--- src/rtl/knap_pkg.sv ---
`default_nettype none
// +----------------------------------------------------------------------+
// | knap_pkg                                                             |
// | Shared knapsack types, default thresholds and table-access helper.   |
// | Revision: 1.0                                                        |
// +----------------------------------------------------------------------+
package knap_pkg;

  localparam int c_N_ITEMS    = 5;
  localparam int c_IW         = 4;
  localparam int c_SW         = 7;
  localparam int c_MIN_VALUE  = 15;
  localparam int c_MAX_WEIGHT = 16;

  // Helper works on a zero-extended table so any legal N_ITEMS*IW fits.
  localparam int c_TBL_MAX_W  = 64;
  localparam int c_ITEM_MAX_W = 8;

  typedef enum logic [1:0] {
    ST_IDLE   = 2'd0,
    ST_SEARCH = 2'd1,
    ST_DRAIN  = 2'd2,
    ST_DONE   = 2'd3
  } knap_state_e;

  function automatic logic [c_ITEM_MAX_W-1:0] get_item(
    input logic [c_TBL_MAX_W-1:0] tbl,
    input int                     idx,
    input int                     iw
  );
    logic [c_TBL_MAX_W-1:0] shifted;
    logic [c_TBL_MAX_W-1:0] mask;
    shifted = tbl >> (idx * iw);
    mask    = (c_TBL_MAX_W'(1) << iw) - c_TBL_MAX_W'(1);
    return c_ITEM_MAX_W'(shifted & mask);
  endfunction

endpackage
`default_nettype wire

--- src/rtl/knap_eval.sv ---
`default_nettype none
// +----------------------------------------------------------------------+
// | knap_eval                                                            |
// | Combinational grader: sums value/weight of a selection and applies   |
// | the acceptance rule.                                                 |
// | Revision: 1.0                                                        |
// +----------------------------------------------------------------------+
module knap_eval
  import knap_pkg::*;
#(
  parameter int N_ITEMS    = c_N_ITEMS,
  parameter int IW         = c_IW,
  parameter int SW         = c_SW,
  parameter int MIN_VALUE  = c_MIN_VALUE,
  parameter int MAX_WEIGHT = c_MAX_WEIGHT
)(
  input  logic [N_ITEMS-1:0]    i_sel,
  input  logic [N_ITEMS*IW-1:0] i_value_tbl,
  input  logic [N_ITEMS*IW-1:0] i_weight_tbl,
  output logic [SW-1:0]         o_value,
  output logic [SW-1:0]         o_weight,
  output logic                  o_accept
);

  logic [c_TBL_MAX_W-1:0] w_vtbl;
  logic [c_TBL_MAX_W-1:0] w_wtbl;

  assign w_vtbl = c_TBL_MAX_W'(i_value_tbl);
  assign w_wtbl = c_TBL_MAX_W'(i_weight_tbl);

  always_comb begin
    o_value  = '0;
    o_weight = '0;
    for (int i = 0; i < N_ITEMS; i++) begin
      if (i_sel[i]) begin
        o_value  = o_value  + SW'(get_item(w_vtbl, i, IW));
        o_weight = o_weight + SW'(get_item(w_wtbl, i, IW));
      end
    end
  end

  assign o_accept = (32'(o_value) > 32'(MIN_VALUE)) &&
                    (32'(o_weight) <= 32'(MAX_WEIGHT));

endmodule
`default_nettype wire

--- src/rtl/knap_search.sv ---
`default_nettype none
// +----------------------------------------------------------------------+
// | knap_search                                                          |
// | Enumerates all 2^N_ITEMS selections, streams accepted ones on a      |
// | valid/ready port and tracks the best selection and solution count.   |
// | Revision: 1.0                                                        |
// +----------------------------------------------------------------------+
module knap_search
  import knap_pkg::*;
#(
  parameter int N_ITEMS    = c_N_ITEMS,
  parameter int IW         = c_IW,
  parameter int SW         = c_SW,
  parameter int MIN_VALUE  = c_MIN_VALUE,
  parameter int MAX_WEIGHT = c_MAX_WEIGHT
)(
  input  logic                  clk,
  input  logic                  rst_n,
  input  logic                  start,
  input  logic [N_ITEMS*IW-1:0] item_value,
  input  logic [N_ITEMS*IW-1:0] item_weight,
  output logic                  busy,
  output logic                  out_valid,
  input  logic                  out_ready,
  output logic [N_ITEMS-1:0]    out_sel,
  output logic [SW-1:0]         out_value,
  output logic [SW-1:0]         out_weight,
  output logic                  done,
  output logic [N_ITEMS:0]      sol_count,
  output logic                  best_valid,
  output logic [N_ITEMS-1:0]    best_sel,
  output logic [SW-1:0]         best_value
);

  knap_state_e           r_state;
  knap_state_e           w_state_nxt;
  logic [N_ITEMS-1:0]    r_cand;
  logic [N_ITEMS*IW-1:0] r_value_tbl;
  logic [N_ITEMS*IW-1:0] r_weight_tbl;
  logic                  r_out_valid;
  logic [N_ITEMS-1:0]    r_out_sel;
  logic [SW-1:0]         r_out_value;
  logic [SW-1:0]         r_out_weight;
  logic [N_ITEMS:0]      r_sol_count;
  logic                  r_best_valid;
  logic [N_ITEMS-1:0]    r_best_sel;
  logic [SW-1:0]         r_best_value;

  logic [SW-1:0] w_value;
  logic [SW-1:0] w_weight;
  logic          w_accept;
  logic          w_start_ok;
  logic          w_advance;
  logic          w_step;
  logic          w_last;

  knap_eval #(
    .N_ITEMS    (N_ITEMS),
    .IW         (IW),
    .SW         (SW),
    .MIN_VALUE  (MIN_VALUE),
    .MAX_WEIGHT (MAX_WEIGHT)
  ) u_eval (
    .i_sel        (r_cand),
    .i_value_tbl  (r_value_tbl),
    .i_weight_tbl (r_weight_tbl),
    .o_value      (w_value),
    .o_weight     (w_weight),
    .o_accept     (w_accept)
  );

  assign w_start_ok = start && ((r_state == ST_IDLE) || (r_state == ST_DONE));
  assign w_advance  = !r_out_valid || out_ready;
  assign w_step     = (r_state == ST_SEARCH) && w_advance;
  assign w_last     = (r_cand == {N_ITEMS{1'b1}});

  always_ff @(posedge clk or negedge rst_n) begin
    if (!rst_n) r_state <= ST_IDLE;
    else        r_state <= w_state_nxt;
  end

  always_comb begin
    w_state_nxt = r_state;
    case (r_state)
      ST_IDLE, ST_DONE: if (w_start_ok) w_state_nxt = ST_SEARCH;
      ST_SEARCH:        if (w_step && w_last) w_state_nxt = ST_DRAIN;
      ST_DRAIN:         if (w_advance) w_state_nxt = ST_DONE;
      default:          w_state_nxt = ST_IDLE;
    endcase
  end

  always_ff @(posedge clk or negedge rst_n) begin
    if (!rst_n) begin
      r_cand       <= '0;
      r_value_tbl  <= '0;
      r_weight_tbl <= '0;
      r_out_valid  <= 1'b0;
      r_out_sel    <= '0;
      r_out_value  <= '0;
      r_out_weight <= '0;
      r_sol_count  <= '0;
      r_best_valid <= 1'b0;
      r_best_sel   <= '0;
      r_best_value <= '0;
    end else if (w_start_ok) begin
      r_value_tbl  <= item_value;
      r_weight_tbl <= item_weight;
      r_cand       <= '0;
      r_sol_count  <= '0;
      r_best_valid <= 1'b0;
      r_best_sel   <= '0;
      r_best_value <= '0;
    end else begin
      if (r_out_valid && out_ready) r_out_valid <= 1'b0;
      if (w_step) begin
        if (w_accept) begin
          r_out_valid  <= 1'b1;
          r_out_sel    <= r_cand;
          r_out_value  <= w_value;
          r_out_weight <= w_weight;
          r_sol_count  <= r_sol_count + (N_ITEMS+1)'(1);
          // Strict compare: on a tie the earlier selection stays best.
          if (!r_best_valid || (w_value > r_best_value)) begin
            r_best_valid <= 1'b1;
            r_best_sel   <= r_cand;
            r_best_value <= w_value;
          end
        end
        if (!w_last) r_cand <= r_cand + N_ITEMS'(1);
      end
    end
  end

  assign busy       = (r_state == ST_SEARCH) || (r_state == ST_DRAIN);
  assign done       = (r_state == ST_DONE);
  assign out_valid  = r_out_valid;
  assign out_sel    = r_out_sel;
  assign out_value  = r_out_value;
  assign out_weight = r_out_weight;
  assign sol_count  = r_sol_count;
  assign best_valid = r_best_valid;
  assign best_sel   = r_best_sel;
  assign best_value = r_best_value;

endmodule
`default_nettype wire

--- config.mk ---
export PLATFORM = sky130hd
export DESIGN_NAME = knap_search
export DESIGN_NICKNAME = d
export VERILOG_FILES = /design/src/rtl/knap_pkg.sv /design/src/rtl/knap_eval.sv /design/src/rtl/knap_search.sv
export SDC_FILE = /design/constraint.sdc
export NUM_CORES = 1
export LEC_CHECK = 0
export ABC_CLOCK_PERIOD_IN_PS = 13900
export CAP_MARGIN = 20
export CORE_MARGIN = 1
export CORE_UTILIZATION = 60
export CTS_CLUSTER_SIZE = 30
export DETAILED_ROUTE_END_ITERATION = 10
export GPL_TIMING_DRIVEN = 0
export MAX_ROUTING_LAYER = met4
export PLACE_DENSITY_LB_ADDON = 0.25
export SETUP_SLACK_MARGIN = 0.5
export SLEW_MARGIN = 20
export SYNTH_ARGS = -nofsm -noshare
export SYNTH_HDL_FRONTEND = slang
export SYNTH_SLANG_ARGS = --single-unit
--- constraint.sdc ---
create_clock -name clk -period 13.9 [get_ports clk]
set_input_delay 1.39 -clock clk [delete_from_list [all_inputs] [get_ports clk]]
set_output_delay 1.39 -clock clk [all_outputs]
set_load 0.03 [all_outputs]
==> results of run 1 <==
[cells in the final DEF (no fill, tap or decap), types with 7 or more instances in the layout]
| cell | count |
|---|---|
| nand2_1 | 149 |
| dfrtp_1 | 86 |
| clkdlybuf4s50_1 | 83 |
| ha_1 | 47 |
| inv_1 | 35 |
| nor2_1 | 33 |
| a21oi_1 | 29 |
| o21ai_0 | 22 |
| clkbuf_1 | 15 |
| mux2i_1 | 13 |
| xnor2_1 | 13 |
| mux2_2 | 12 |
| a22o_1 | 12 |
| xor2_1 | 10 |
| clkbuf_8 | 9 |
| nand2b_1 | 8 |
| fa_1 | 8 |
| nand3_1 | 7 |
| and2_1 | 7 |
| o21ai_1 | 7 |
| mux2_1 | 7 |
[registers in the layout, indices dropped and copies added (netlist names)]
| name | count |
|---|---|
| r_state | 2 |
| out_sel | 5 |
| out_value | 7 |
| best_sel | 5 |
| out_valid | 1 |
| out_weight | 7 |
| r_cand | 5 |
| r_value_tbl | 20 |
| best_valid | 1 |
| sol_count | 6 |
| best_value | 7 |
| r_weight_tbl | 20 |
[cells by family (layout without fill, tap and decap cells)]
family / after synthesis / in the layout
and+or+nand+nor: 246 / 246
buffers and inverters: 62 / 163
adders and majority gates: 56 / 56
xor gates and xnor gates: 24 / 24
muxes: 32 / 32
AOI/OAI and AO/OA: 120 / 120
DFF: 86 / 86
[power by group through the flow]
stage | clock (uW) | sequential, uW | combinational [uW]
finish | 186 | 387 | 826
global route | 197 | 395 | 918
CTS | 188 | 386 | 822
detailed placement | 0 | 391 | 812
global placement | 0 | 388 | 771
floorplan | 0 | 402 | 575
[routing by layer]
| layer | track usage (%) | vias up |
|---|---|---|
| li1 | - | 2327 |
| met1 | 37.6 | 2326 |
| met2 | 46.3 | 136 |
| met3 | 3.51 | 34 |
| met4 | 12.0 | 0 |
| met5 | - | - |
[path summary, 6_finish.rpt]
| path | from | to | slack, ns | cells past startpoint |
|---|---|---|---|---|
| max in group asynchronous | rst_n | r_value_tbl[0] | 12.30 | 2 |
| min in group asynchronous | rst_n | best_sel[4] | 0.96 | 1 |
| worst max-delay path | r_cand[0] | best_sel[0] | 6.48 | 30 |
| worst max register to register | r_cand[0] | best_sel[0] | 6.48 | 30 |
| worst min-delay path | r_value_tbl[1] | r_value_tbl[1] | 0.49 | 2 |
| worst min register to register | r_value_tbl[1] | r_value_tbl[1] | 0.49 | 2 |
[worst max-delay path: cells and delay by family, from the launching register on]
kind	cells	cell delay (ns)
buffers and inverters	3	0.88
xor gates and xnor gates	3	0.56
and+or+nand+nor	6	0.81
muxes	3	0.84
adders and majority gates	5	1.73
DFF	1	0.36
AOI/OAI and AO/OA	10	2.13
[layout make-up]
type | instances | share of cell area (%)
well taps | 129 | 2.32
repair buffers | 85 | 12.5
flip-flops and latches | 86 | 31.0
clock buffers | 9 | 1.78
multi-input cells | 478 | 47.5
clock inverters | 7 | 1.13
plain buffers | 26 | 1.93
inverters | 36 | 1.94
[per-stage QoR]
stage                     utilization [%]  instance area [um2]  cells  hold slack [ns]
after global routing                 75.2                 6950    856            0.502
after floorplan                         -                 5720    626            0.438
after CTS                            75.2                 6950    856            0.487
after global placement               72.8                 6730    839            0.460
after detailed placement             73.1                 6750    840            0.469
final                                75.2                 6950    856            0.490
==> flow_summary.toml, run 1 <==
[setup_path]
worstPathMaxFanout = 10
crit_type = "flip-flop to flip-flop"
cp.arrival_ns = 7.67
cpMaxStageDelayCell = "fa_1"
startpoint_type = "flip-flop"
required_ns = 14.15
max_stage_delay_ns = 0.51
crit_path_end_kind = "flip-flop"

[yosys]
synthFlopType = "dfrtp_1"
synth_compound_area_share_pct = 14.8
synth-xor-area-share_pct = 3.80
synth_cell_types = 71
ys_top_cells_by_area = "dfrtp_1 38%, ha_1 10%, nand2_1 9.8%"
seq_area_frac_synth_pct = 37.6
synth_top_area_share_pct = 37.6
synth.avg_cell_area_um2 = 9.14
yosysMostFrequentCell = "nand2_1"
synthCells = 626
ys_seq_elements = 86
yosys.area.top_type = "dfrtp_1"
synth_top_family_by_area = "simple AND/OR/NAND/NOR gates"
ys.warnings.count = 0
synth_nets = 725
muxShareOfSynthArea_pct = 6.01
async_flop_share_pct = 100
synth_fa_ha_area_share_pct = 13.2
synth_edf_count = 0
yosys.area_share.simple_pct = 19.8
synthTopCellsByCount = "149 x nand2_1, 86 x dfrtp_1, 47 x ha_1, 35 x inv_1, 33 x nor2_1"
syn_area_um2 = 5720

[floorplanning]
pin_count = 85
dieHeight_um = 99.7
die_area_um2 = 9930
core_um2 = 9240
rows = 35
die_x_um = 99.7
initial_utilization_pct = 61.9

[global_routing]
track_usage_pct = 29.0
grt_max_degree = 53
grt_pass1_wl_mm = 21.9
grt_pass1_vias = 4599
grt-ovfl-total = 0
antenna_found_initial = 0

[power]
power.switching_uw = 647
pwr-share-seq_pct = 27.7
powerDensity_nw_per_um2 = 201
finalPower_uw = 1400
combPwrFrac_pct = 59.0
switching_share_pct = 46.3
p_int_uw = 752
p_clk_share_pct = 13.3
leakage_uw = 0.00332
irDropWorstVdd_mv = 0.106

[place]
io_buffers = 84
gp_congestion = 0.873
post-place-ws_ns = 6.51
place_hpwl_mm = 10.2

[sta]
grt_setup_unrepaired = "no"
finalMaxSlewViolations = 0
finalCritPeriodShare_pct = 53.4
clock.fmax_ghz = 0.135
fin_worst_skew_ns = 0.0165
worst_pin_slew_ns = 0.879
setup_viol = 0
layout_min_cycle_time_ns = 7.42
setup_slack_ns = 6.48
finalSetupTns_ns = 0
final_hold_viol_count = 0
slew_headroom_pct = 41.2

[flow_run]
maxCapViolCount = 0

[routing]
vias = 4823
viasPerCell = 5.63
drt-initial-drc-count = 245
met3WireLength_um = 570
wl_met2_mm = 6.38
first_pass_iters = 5
top_layer = "met4"
drc = 0
wl_met1_mm = 6.01
wl_per_cell_um = 15.6
ant_nets = 0
wl_mm = 13.3

[clocking]
root_buffer = "clkbuf_8"
ctsHtreeMaxLevel = 3
numCtsBuffers = 9
clock_sinks = 86
tritoncts = "yes"
cts_resized = 0
clk_latency_ns = 0.37
path_clk_slew_ns = 0.09
cts.path.max_buffers = 2
post-cts-setup-buffers = 0
holdBufCountCts = 0

[layout]
multiInputGateArea_um2 = 3300
diodes = 0
drive_gt1_share_pct = 8.53
seqCellArea_um2 = 2150
syn2layout_area_growth_pct = 21.5
fin_nets = 821
fill_cells = 689

[worst_hold_path]
hp-class = "flip-flop to flip-flop"

[outcome]
outcome = "complete, no violations"
Note: power is estimated with default switching activity, not from simulation.
==> run 2, diff against run 1 <==
--- a/config.mk
+++ b/config.mk
@@ -5,10 +5,10 @@
 export SDC_FILE = /design/constraint.sdc
 export NUM_CORES = 1
 export LEC_CHECK = 0
-export ABC_CLOCK_PERIOD_IN_PS = 13900
+export ABC_CLOCK_PERIOD_IN_PS = 7480
 export CAP_MARGIN = 20
 export CORE_MARGIN = 1
-export CORE_UTILIZATION = 60
+export CORE_UTILIZATION = 55
 export CTS_CLUSTER_SIZE = 30
 export DETAILED_ROUTE_END_ITERATION = 10
 export GPL_TIMING_DRIVEN = 0
==> constraint.sdc (replaced) <==
create_clock -name clk -period 7.48 [get_ports clk]
set_input_delay 0.748 -clock clk [delete_from_list [all_inputs] [get_ports clk]]
set_output_delay 0.748 -clock clk [all_outputs]
set_load 0.03 [all_outputs]
==> flow_summary.toml, run 2 (synthesized netlist as in run 1, its figures left out) <==
[floorplanning]
core_um2 = 9910
die_x_um = 104
initial_utilization_pct = 57.8
rows = 36
dieHeight_um = 104
die_area_um2 = 10800
pin_count = 85

[setup_path]
cp.arrival_ns = 6.89
crit_path_end_kind = "flip-flop"
rrSetupSlack_ns = 0.85
worst-path-stages = 30
worstPathMaxFanout = 10
cpLargestDelayFamily = "adder cells"
cpMaxStageDelayCell = "dfrtp_1"
crit_type = "flip-flop to flip-flop"
crit_top_cell = "ha_1"
critPathBufInv = 4
required_ns = 7.74
max_stage_delay_ns = 0.39
startpoint_type = "flip-flop"
r2r_cells = 30

[global_routing]
grt_pass1_wl_mm = 22.6
antenna_found_initial = 0
track_usage_pct = 27.1
grt_max_degree = 45
grt_pass1_vias = 4666
grt-ovfl-total = 0

[clocking]
holdBufCountCts = 0
clk_latency_ns = 0.37
numCtsBuffers = 9
cts.path.max_buffers = 2
ctsHtreeMaxLevel = 3
path_clk_slew_ns = 0.09
clock_sinks = 86
tritoncts = "yes"
root_buffer = "clkbuf_8"

[sta]
fin_worst_skew_ns = 0.00823
slew_headroom_pct = 45.6
final_hold_viol_count = 0
layout_min_cycle_time_ns = 6.63
clock.fmax_ghz = 0.151
finalSetupTns_ns = 0
finalCritPeriodShare_pct = 88.7
finalMaxSlewViolations = 0
setup_viol = 0
grt_setup_unrepaired = "no"
worst_pin_slew_ns = 0.815

[routing]
drt-initial-drc-count = 214
wl_met2_mm = 6.69
first_pass_iters = 5
wl_per_cell_um = 15.7
vias = 4780
viasPerCell = 5.54
wl_mm = 13.6
met3WireLength_um = 433
top_layer = "met4"
wl_met1_mm = 6.29
ant_nets = 0
drc = 0

[place]
gp_congestion = 0.892
place_hpwl_mm = 10.3
place_area_um2 = 6750
dp_cells = 844
io_buffers = 84

[worst_hold_path]
hp-class = "input pin to asynchronous set/reset pin"

[layout]
fin_nets = 824
finalInstanceArea_um2 = 7040
syn2layout_area_growth_pct = 23.0
top_regs = "r_value_tbl x20, r_weight_tbl x20"
fill_cells = 774
drive_gt1_share_pct = 10.1
final_common_cell = "nand2_1"
final_cells = 863
diodes = 0
final_cell_mix = "149 x nand2_1, 86 x dfrtp_1, 83 x clkdlybuf4s50_1, 47 x ha_1, 35 x inv_1"

[outcome]
outcome = "complete, no violations"

[power]
powerDensity_nw_per_um2 = 376
irDropWorstVdd_mv = 0.163
leakage_uw = 0.00335

[flow_run]
maxCapViolCount = 0
run 2: report_power, final:
group / switching [uW] / leakage, uW / internal, uW
logic: 919 / 0.00212 / 639
clock network: 174 / 0.000102 / 197
registers: 108 / 0.00113 / 610
run 2: repair_timing:
action	4_1_cts	5_1_grt
endpoints found under the setup margin	12	23
pin swaps	0	3
buffers inserted	0	3
gates resized for setup	2	14
gates cloned	0	0
run 2: path summary, 6_finish.rpt:
kind / start / endpoint
hold reg to reg: r_value_tbl[1] / r_value_tbl[1]
setup reg to reg: r_cand[0] / best_value[4]
setup / recovery: r_cand[0] / best_value[4]
hold / removal: rst_n / best_sel[1]
min in group clk: r_value_tbl[1] / r_value_tbl[1]
max in group asynchronous: rst_n / r_weight_tbl[19]
run 2: metrics by stage:
stage	util, %	hold WS (ns)	worst slack, ns	total power (uW)
4_1_cts	70.4	0.373	0.563	2610
2_1_floorplan	-	0.438	1.36	1810
6_report	71.0	0.354	0.848	2650
3_5_place_dp	68.1	0.459	0.217	2220
5_1_grt	71.0	0.400	0.406	2870
3_3_place_gp	67.9	0.455	0.533	2150
run 2: layout make-up:
cell class | count | area (um2) | area share, %
Multi-Input combinational cell | 478 | 3340 | 47.4
Tap cell | 133 | 166 | 2.36
Clock inverter | 5 | 82.6 | 1.17
Sequential cell | 86 | 2150 | 30.6
Timing Repair Buffer | 88 | 881 | 12.5
Inverter | 36 | 135 | 1.92
Buffer | 26 | 141 | 2.01
Clock buffer | 11 | 141 | 2.01
run 2: routing by layer:
layer	GRT usage, %	vias to the layer above
met5	-	-
met4	7.96	0
met3	2.69	13
met2	44.8	113
met1	35.4	2324
li1	-	2330
==> run 3, diff against run 2 <==
--- a/config.mk
+++ b/config.mk
@@ -15,7 +15,7 @@
 export MAX_ROUTING_LAYER = met4
 export PLACE_DENSITY_LB_ADDON = 0.25
 export SETUP_SLACK_MARGIN = 0.5
-export SLEW_MARGIN = 20
+export SLEW_MARGIN = 25
 export SYNTH_ARGS = -nofsm -noshare
 export SYNTH_HDL_FRONTEND = slang
 export SYNTH_SLANG_ARGS = --single-unit
==> results of run 3 <==
No change in the layout: final DEF, timing and power equal those of run 2.
